[config.mk]
export PLATFORM = sky130hd
export DESIGN_NAME = pose_judge_flat
export DESIGN_NICKNAME = d
export VERILOG_FILES = /design/src/rtl/pose_judge_if.sv /design/src/rtl/pose_judge.sv /design/src/flat_wrapper.sv
export SDC_FILE = /design/constraint.sdc
export NUM_CORES = 1
export LEC_CHECK = 0
export ABC_AREA = 1
export CORE_ASPECT_RATIO = 1.5
export CORE_MARGIN = 2
export CORE_UTILIZATION = 50
export CTS_CLUSTER_SIZE = 12
export DETAILED_ROUTE_END_ITERATION = 10
export PLACE_DENSITY = 0.66
export SKIP_CTS_REPAIR_TIMING = 1
export SLEW_MARGIN = 20
export SYNTH_ARGS = -nofsm -noshare
export SYNTH_HDL_FRONTEND = slang
export SYNTH_SLANG_ARGS = --single-unit
export TNS_END_PERCENT = 5
[constraint.sdc]
create_clock -name clk -period 2.4 [get_ports clk]
set_clock_uncertainty 0.1 [all_clocks]
set_input_delay 0.36 -clock clk [delete_from_list [all_inputs] [get_ports clk]]
set_output_delay 0.36 -clock clk [all_outputs]
set_load 0.05 [all_outputs]
[src/rtl/pose_judge_if.sv]
// pose_judge_if: board-side and judge-side signals of the pose judge.
//   btn_left, btn_right : raw arm switches (1 = arm up)
//   boss_pose           : boss pose code (11 UP, 00 DOWN, 10 LEFTUP, 01 RIGHTUP)
//   right, miss         : match strobe / round-timeout pulse
//   player_pose         : debounced {left,right} pose
//   busy                : judge in PULSE or SETTLE
//   streak, best        : present only with POSE_JUDGE_STREAK_EN
// slave is the judge; master is whatever drives the switches/boss pose.
interface pose_judge_if;
   logic       btn_left;
   logic       btn_right;
   logic [1:0] boss_pose;
   logic       right;
   logic       miss;
   logic [1:0] player_pose;
   logic       busy;
`ifdef POSE_JUDGE_STREAK_EN
   logic [7:0] streak;
   logic [7:0] best;
   modport slave  (input  btn_left, btn_right, boss_pose,
                   output right, miss, player_pose, busy, streak, best);
   modport master (output btn_left, btn_right, boss_pose,
                   input  right, miss, player_pose, busy, streak, best);
`else
   modport slave  (input  btn_left, btn_right, boss_pose,
                   output right, miss, player_pose, busy);
   modport master (output btn_left, btn_right, boss_pose,
                   input  right, miss, player_pose, busy);
`endif
endinterface

[src/rtl/pose_judge.sv]
// pose_judge: debounces the two arm switches into player_pose, compares it with the
// boss pose and emits a `right` strobe after the pose has been held long enough, or a
// one-cycle `miss` when the round runs out.
// Ports:
//   clk    : system clock
//   reset  : synchronous, active-high
//   bus    : pose_judge_if.slave (switches, boss_pose in; right/miss/player_pose/busy out)
// Optional feature macro POSE_JUDGE_STREAK_EN adds bus.streak / bus.best (match streak
// counter, saturating at 255, and its running maximum).
module pose_judge #(
   parameter int DEB_CYCLES   = 25000,
   parameter int HOLD_CYCLES  = 50000,
   parameter int ROUND_CYCLES = 50_000_000,
   parameter int PULSE_CYCLES = 4,
   parameter int SETTLE_MAX   = 1000
) (
   input logic        clk,
   input logic        reset,
   pose_judge_if.slave bus
);
   localparam int DW = $clog2(DEB_CYCLES + 1);
   localparam int HW = $clog2(HOLD_CYCLES + 1);
   localparam int RW = $clog2(ROUND_CYCLES + 1);
   localparam int PW = $clog2(PULSE_CYCLES + 1);
   localparam int SW = $clog2(SETTLE_MAX + 1);

   localparam logic [DW-1:0] DEB_LAST    = DW'(DEB_CYCLES - 1);
   localparam logic [HW-1:0] HOLD_LAST   = HW'(HOLD_CYCLES - 1);
   localparam logic [RW-1:0] ROUND_LAST  = RW'(ROUND_CYCLES - 1);
   localparam logic [PW-1:0] PULSE_LAST  = PW'(PULSE_CYCLES - 1);
   localparam logic [SW-1:0] SETTLE_LAST = SW'(SETTLE_MAX - 1);

   typedef enum logic [1:0] {WAIT, PULSE, SETTLE} state_t;

   // index 1 = left arm, 0 = right arm, so `stable` is already the pose code
   logic [1:0]    sync1, sync2, stable;
   logic [DW-1:0] deb_cnt [2];

   always_ff @(posedge clk) begin
      if (reset) begin
         sync1   <= '0;
         sync2   <= '0;
         stable  <= '0;
         for (int i = 0; i < 2; i++) deb_cnt[i] <= '0;
      end else begin
         sync1 <= {bus.btn_left, bus.btn_right};
         sync2 <= sync1;
         for (int i = 0; i < 2; i++) begin
            // any agreement with the accepted value restarts the stability count
            if (sync2[i] == stable[i]) begin
               deb_cnt[i] <= '0;
            end else if (deb_cnt[i] == DEB_LAST) begin
               stable[i]  <= sync2[i];
               deb_cnt[i] <= '0;
            end else begin
               deb_cnt[i] <= deb_cnt[i] + 1'b1;
            end
         end
      end
   end

   assign bus.player_pose = stable;

   state_t        state;
   logic [HW-1:0] hold_cnt;
   logic [RW-1:0] round_cnt;
   logic [PW-1:0] pulse_cnt;
   logic [SW-1:0] settle_cnt;
   logic [1:0]    pose_q;
   logic          right_q, miss_q, busy_q;
   logic          match, hit, timeout;

   assign match   = (stable == bus.boss_pose);
   // a completed hold beats a simultaneous timeout
   assign hit     = (state == WAIT) && match && (hold_cnt == HOLD_LAST);
   assign timeout = (state == WAIT) && !hit && (round_cnt == ROUND_LAST);

   always_ff @(posedge clk) begin
      if (reset) begin
         state      <= WAIT;
         hold_cnt   <= '0;
         round_cnt  <= '0;
         pulse_cnt  <= '0;
         settle_cnt <= '0;
         pose_q     <= '0;
         right_q    <= 1'b0;
         miss_q     <= 1'b0;
         busy_q     <= 1'b0;
      end else begin
         miss_q <= 1'b0;
         case (state)
            WAIT: begin
               if (hit) begin
                  state     <= PULSE;
                  right_q   <= 1'b1;
                  busy_q    <= 1'b1;
                  pose_q    <= bus.boss_pose;
                  hold_cnt  <= '0;
                  round_cnt <= '0;
                  pulse_cnt <= '0;
               end else if (timeout) begin
                  miss_q    <= 1'b1;
                  hold_cnt  <= '0;
                  round_cnt <= '0;
               end else begin
                  round_cnt <= round_cnt + 1'b1;
                  hold_cnt  <= match ? hold_cnt + 1'b1 : '0;
               end
            end
            PULSE: begin
               if (pulse_cnt == PULSE_LAST) begin
                  state      <= SETTLE;
                  right_q    <= 1'b0;
                  pulse_cnt  <= '0;
                  settle_cnt <= '0;
               end else begin
                  pulse_cnt <= pulse_cnt + 1'b1;
               end
            end
            SETTLE: begin
               // wait for the boss to move on so one held pose is not scored twice
               if (bus.boss_pose != pose_q || settle_cnt == SETTLE_LAST) begin
                  state      <= WAIT;
                  busy_q     <= 1'b0;
                  settle_cnt <= '0;
                  hold_cnt   <= '0;
                  round_cnt  <= '0;
                  pulse_cnt  <= '0;
               end else begin
                  settle_cnt <= settle_cnt + 1'b1;
               end
            end
            default: begin
               state   <= WAIT;
               right_q <= 1'b0;
               busy_q  <= 1'b0;
            end
         endcase
      end
   end

   assign bus.right = right_q;
   assign bus.miss  = miss_q;
   assign bus.busy  = busy_q;

`ifdef POSE_JUDGE_STREAK_EN
   logic [7:0] streak_q, best_q, streak_inc;

   assign streak_inc = (streak_q == 8'hFF) ? 8'hFF : streak_q + 8'd1;

   always_ff @(posedge clk) begin
      if (reset) begin
         streak_q <= '0;
         best_q   <= '0;
      end else if (hit) begin
         streak_q <= streak_inc;
         if (streak_inc > best_q) best_q <= streak_inc;
      end else if (timeout) begin
         streak_q <= '0;
      end
   end

   assign bus.streak = streak_q;
   assign bus.best   = best_q;
`endif
endmodule

[src/flat_wrapper.sv]
// flat-port wrapper written by rule: the top's interface ports become plain ports
module pose_judge_flat 
#(
   parameter int DEB_CYCLES   = 25000,
   parameter int HOLD_CYCLES  = 50000,
   parameter int ROUND_CYCLES = 50_000_000,
   parameter int PULSE_CYCLES = 4,
   parameter int SETTLE_MAX   = 1000
)
  (clk, reset, bus_btn_left, bus_btn_right, bus_boss_pose, bus_right, bus_miss, bus_player_pose, bus_busy);
  pose_judge_if bus_i ();
  input logic clk;
  input logic reset;
  input wire logic [$bits(bus_i.btn_left)-1:0] bus_btn_left;
  input wire logic [$bits(bus_i.btn_right)-1:0] bus_btn_right;
  input wire logic [$bits(bus_i.boss_pose)-1:0] bus_boss_pose;
  output wire logic [$bits(bus_i.right)-1:0] bus_right;
  output wire logic [$bits(bus_i.miss)-1:0] bus_miss;
  output wire logic [$bits(bus_i.player_pose)-1:0] bus_player_pose;
  output wire logic [$bits(bus_i.busy)-1:0] bus_busy;
  assign bus_i.btn_left = bus_btn_left;
  assign bus_i.btn_right = bus_btn_right;
  assign bus_i.boss_pose = bus_boss_pose;
  assign bus_right = bus_i.right;
  assign bus_miss = bus_i.miss;
  assign bus_player_pose = bus_i.player_pose;
  assign bus_busy = bus_i.busy;
  pose_judge #(.DEB_CYCLES(DEB_CYCLES), .HOLD_CYCLES(HOLD_CYCLES), .ROUND_CYCLES(ROUND_CYCLES), .PULSE_CYCLES(PULSE_CYCLES), .SETTLE_MAX(SETTLE_MAX)) u_core (.clk(clk), .reset(reset), .bus(bus_i));
endmodule
After elaboration in Yosys (flattened, before gate mapping)
Memories as Yosys holds them, arrays and structs flattened.
Cells that the tools add are included.
{"block": "classes", "n_mux": 56, "eq_ne": 15, "reduce_logical": 20, "addsub": 6, "n_bitwise": 11}
{"operator": "2-to-1 mux 15 bit", "n": 6}
{"operator": "2-to-1 mux 26 bit", "n": 3}
{"operator": "2-to-1 mux 16 bit", "n": 4}
{"operator": "case mux 26 bit (2 select lines)", "n": 1}
{"operator": "case mux 16 bit (2 select lines)", "n": 1}
{"operator": "adder 15 x 1 -> 15 bit, second input constant", "n": 2}
{"operator": "equality test 15 bit, second input constant", "n": 2}
{"operator": "2-to-1 mux 1 bit", "n": 28}
{"operator": "adder 26 x 1 -> 26 bit, second input constant", "n": 1}
{"operator": "equality test 26 bit, second input constant", "n": 1}
{"operator": "2-to-1 mux 10 bit", "n": 2}
{"operator": "case mux 10 bit (2 select lines)", "n": 1}
{"operator": "adder 16 x 1 -> 16 bit, second input constant", "n": 1}
{"operator": "equality test 16 bit, second input constant", "n": 1}
{"operator": "AND reduction 3 bit", "n": 4}
{"operator": "adder 10 x 1 -> 10 bit, second input constant", "n": 1}
{"operator": "equality test 10 bit, second input constant", "n": 1}
{"operator": "AND reduction 2 bit", "n": 5}
{"operator": "2-to-1 mux 3 bit", "n": 3}
{"operator": "case mux 3 bit (3 select lines)", "n": 1}
{"operator": "2-to-1 mux 2 bit", "n": 3}
{"operator": "inequality test 2 x 1 -> 1 bit, second input constant", "n": 3}
{"operator": "bitwise OR 1 bit", "n": 6}
{"operator": "case mux 1 bit (3 select lines)", "n": 2}
{"operator": "other kinds (16)", "n": 25}
{"block": "totals", "word_cells": 122, "out_inout_bits": 5, "memories": 1, "reg_bits": 68, "ramBits": 30}
{"memory": "u_core.deb_cnt", "depth": 2, "word_bits": 15, "rd": 2, "rd_clocked_by_memory_dff": 0, "wr": 2, "line_no": "pose_judge.sv:37", "text": "logic [DW-1:0] deb_cnt [2];"}

Longest topological paths before layout
Gate-level depths: netlist of run 1.
{"block": "depth", "depth_word": 9, "depth_mapped": 12}

Worst setup path before layout of run 1
No wires, ideal clock.
{"block": "synth_path", "kind": "register to register", "start": "reg u_core.stable[1], in the netlist u_core.bus.player_pose[1]", "end": "reg u_core.round_cnt[17]", "synth_period_minus_slack_ps": 1752, "arrival_ps": 1519, "path_stages_with_launch": 8, "path_slack_ps": 648, "setup_time_ps": 132, "required_ps": 2168, "path_cell_list": "dfxtp_1 -> xnor2_1 -> nand3_1 -> nor2_4 -> nor2_4 -> buf_2 -> nand3_1 -> a21oi_1"}
{"block": "synth_via", "elab_chain_cells": 9}
{"item": "start, declared", "line_no": "pose_judge.sv:36", "text": "logic [1:0] sync1, sync2, stable;"}
{"item": "start signal, assigned by index", "line_no": "pose_judge.sv:53", "text": "stable[i] <= sync2[i];"}
{"item": "equality test 2 bit *", "line_no": "pose_judge.sv:73", "text": "assign match = (stable == bus.boss_pose);"}
{"item": "logical AND 1 bit * (2 in a row)", "line_no": "pose_judge.sv:75", "text": "assign hit = (state == WAIT) && match && (hold_cnt == HOLD_LAST);"}
{"item": "zero test 1 bit", "line_no": "pose_judge.sv:76", "text": "assign timeout = (state == WAIT) && !hit && (round_cnt == ROUND_LAST);"}
{"item": "logical AND 1 bit (2 in a row)", "line_no": "pose_judge.sv:76"}
{"item": "2-to-1 mux 26 bit", "line_no": "pose_judge.sv:101", "text": "end else if (timeout) begin"}
{"item": "2-to-1 mux 26 bit *", "line_no": "pose_judge.sv:93", "text": "if (hit) begin"}
{"item": "case mux 26 bit (2 select lines) *", "line_no": "pose_judge.sv:91", "text": "case (state)"}
{"item": "end signal, assigned", "line_no": "pose_judge.sv:106", "text": "round_cnt <= round_cnt + 1'b1;"}
{"item": "end, declared", "line_no": "pose_judge.sv:66", "text": "logic [RW-1:0] round_cnt;"}
Every way passes the cells marked *; elsewhere a longest branch is shown, timed or not.
A chain may end at the register's enable or synchronous reset.

Final worst setup path of run 1
{"block": "layout_path", "start": "reg u_core.stable[1], in the netlist u_core.bus.player_pose[1]", "end": "out bus_player_pose[1]"}
{"item": "end, declared", "line_no": "flat_wrapper.sv:19", "text": "output wire logic [$bits(bus_i.player_pose)-1:0] bus_player_pose;"}
No word-level cell between the ends.

==> run_results.csv, run 1 <==
group,metric,value,unit
synth,syn_inst,826,
worst_setup_path,crit_fanout,4,
clocking,cts_tree,"built",
worst_setup_path,crit_required,1940,ps
worst_setup_path,crit_slowest_cell,"clkdlybuf4s50_1",
worst_setup_path,crit_type,"flip-flop to output port",
synth,synth_edf_count,30,
synth,yosysWarnings,0,
power,p_leak,2.521,nW
synth,synth.area.top_cells,"dfxtp_1 24%, edfxtp_1 16%, nand2_1 15%",
synth,synth_seq_cells,98,
detailed_routing,first_pass_iters,5,
worst_setup_path,arrival,1590,ps
sta,fmax,0.4887,GHz
final_layout,syn_to_final_growth,11.61,%
min_path,hold_class,"flip-flop to flip-flop",
final_layout,num_antenna_cells,0,
clocking,cts_buffers,9,
die,rows,47,
worst_setup_path,cp-end-kind,"output port",
grt,grtUsageTotal,22.00,%
power,peakVddDrop,0.0003202,V
sta,fin_crit_sh,85.26,%
worst_setup_path,slowest_delay,840,ps
synth,synth_area,5658,sq um
detailed_routing,remaining_drc_errors,0,
synth,yosysTopAreaCell,"dfxtp_1",
job,drv_cap,0,
grt,grt_pass1_wl,22.29,mm
die,io-pin-count,11,
worst_setup_path,cp_cell_sequence,"clkdlybuf4s50_1",
clocking,clk_path_buf_depth,2,
synth,syn_avg_cell_area,6.850,sq um
worst_setup_path,cp_top_family,"buffers and inverters",
synth,yosysMostFrequentCell,"nand2_1",
clocking,htree_num_levels,3,
die,die-width,90.86,um
sta,relSlewSlack,60.65,%
final_layout,drive_gt1_share,6.529,%
power,powerDensity,522.3,nW/um^2
die,die-area,12200,sq um
synth,yosys-top-cells-count,"227 x nand2_1, 120 x nor2_1, 95 x inv_1",
detailed_routing,wl,12.69,mm
detailed_routing,dr.first_iter.drc_count,228,
final_layout,fin_nets,880,
sta,slew_violations,0,
placement,place_congestion,0.8784,
placement,post-dp-hpwl,9.325,mm
detailed_routing,wire_per_inst,12.44,um
synth,synthDistinctLibCells,38,
grt,grt_overflow_total,0,
sta,min_period,2046,ps
synth,synth-main-ff-cell,"dfxtp_1",
clocking,insertion_delay,340,ps
status,status,"complete, no violations",
clocking,cts_root_buf,"clkbuf_16",
detailed_routing,postRouteAntennaNets,0,
worst_setup_path,startpoint_type,"flip-flop",
synth,yosysTopAreaCellShare,24.06,%
grt,antenna_found_initial,0,
placement,portBuffers,10,
worst_setup_path,worst-path-buf-inv,1,
sta,whs,315.9,ps
sta,worst_pin_slew,588.8,ps
synth,async_reset_ff_share,0,%
sta,hold_viol,0,
detailed_routing,via_per_inst,5.092,
sta,setup_tns,0,ps
synth,synth-seq-area-share,39.98,%
clocking,cts.clk_slew.worst_paths,60,ps
sta,rsz0062_at_grt,"no",
detailed_routing,vias,5194,
grt,grt_max_degree,54,
grt,grt_pass1_vias,5014,
clocking,cts.sinks,98,
sta,setup_viol,0,
die,core,11060,sq um
die,die_h,134.3,um
die,start_util,51.18,%
## through the flow
step | util (%) | power (mW) | cell area [sq um] | instances | setup WS, ps
6_report | 57.12 | 3.298 | 6315 | 1020 | 353.7
5_1_grt | 57.12 | 3.429 | 6315 | 1020 | 195.5
4_1_cts | 57.12 | 3.337 | 6315 | 1020 | 329.9
3_5_place_dp | 54.52 | 1.915 | 6027 | 1004 | 115.9
3_3_place_gp | 54.52 | 1.912 | 6027 | 1004 | 140.5
2_1_floorplan | - | 1.878 | 5767 | 855 | 648.3
## metal layers
| metal | global-route usage, % | up-vias | routed length [um] |
|---|---|---|---|
| met4 | 9.007 | 0 | 303 |
| met5 | 0 | - | 0 |
| li1 | - | 2729 | - |
| met2 | 40.42 | 50 | 6575 |
| met3 | 3.258 | 23 | 261 |
| met1 | 25.44 | 2392 | 5550 |
## worst register-to-register path, delay by kind of cell (launching register included)
kind	cells	cell delay, ps
adders and majority gates	1	180
DFF	1	380
AOI/OAI and AO/OA	2	150
and+or+nand+nor	4	720
buffers and inverters	1	230
## flip-flops by register name (all words and copies together) (netlist names)
register	count
u_core.bus.miss	1
u_core.state	2
u_core.hold_cnt	16
u_core.bus.player_pose	2
u_core.pulse_cnt	3
u_core.bus.right	1
u_core.sync1	2
u_core.round_cnt	26
u_core.settle_cnt	10
u_core.deb_cnt	30
u_core.sync2	2
u_core.bus.busy	1
u_core.pose_q	2
## power by group
group          internal, mW  switching [mW]
combinational        0.0383          0.0773
sequential             1.74          0.0272
clock                 0.806           0.614
## final cells by class
cell class	instances	area (sq um)
fillers	1121	4741
multi-input cells	640	3027
flip-flops and latches	98	2262
inverters	99	371.6
clock buffers	11	232.7
well taps	147	183.9
repair buffers	20	182.7
clock inverters	5	55.05
## cells in the final DEF, fill, tap and decap left out, types with 7 or more instances in the layout
master / netlist / routed
a21oi_1: 68 / 68
buf_4: 0 / 9
clkbuf_16: 0 / 9
clkdlybuf4s50_1: 0 / 9
conb_1: 1 / 30
dfxtp_1: 68 / 68
edfxtp_1: 30 / 30
inv_1: 95 / 95
nand2_1: 227 / 227
nand2_2: 7 / 7
nand3_1: 47 / 47
nand4_1: 27 / 27
nor2_1: 120 / 120
nor3_1: 21 / 21
o21ai_0: 23 / 23
xor2_1: 14 / 14
## worst paths after layout
| check | start | end | slack, ps | depth (start not counted) |
|---|---|---|---|---|
| max | u_core.bus.player_pose[1] | bus_player_pose[1] | 350 | 1 |
| max reg2reg | u_core.deb_cnt[1][0] | u_core.deb_cnt[1][6] | 400 | 8 |
| min reg2reg | u_core.sync1[0] | u_core.sync2[0] | 320 | 2 |
| min | u_core.sync1[0] | u_core.sync2[0] | 320 | 2 |
## cell families (layout without fill, tap and decap cells)
kind of cell / Yosys count / in the layout / share of synthesized area, %
DFF: 98 / 98 / 39.98
xor gates and xnor gates: 20 / 20 / 3.096
other: 1 / 30 / 0.06628
adders and majority gates: 6 / 6 / 1.327
and+or+nand+nor: 478 / 478 / 37.00
AOI/OAI and AO/OA: 106 / 106 / 10.08
buffers and inverters: 117 / 135 / 8.447
Power figures use the tool's default switching activity.
==> run 2: changes to the inputs <==
CAP_MARGIN = 20   (was default)
==> results of run 2 <==
The final DEF is identical to that of run 1; final timing and power are the same.
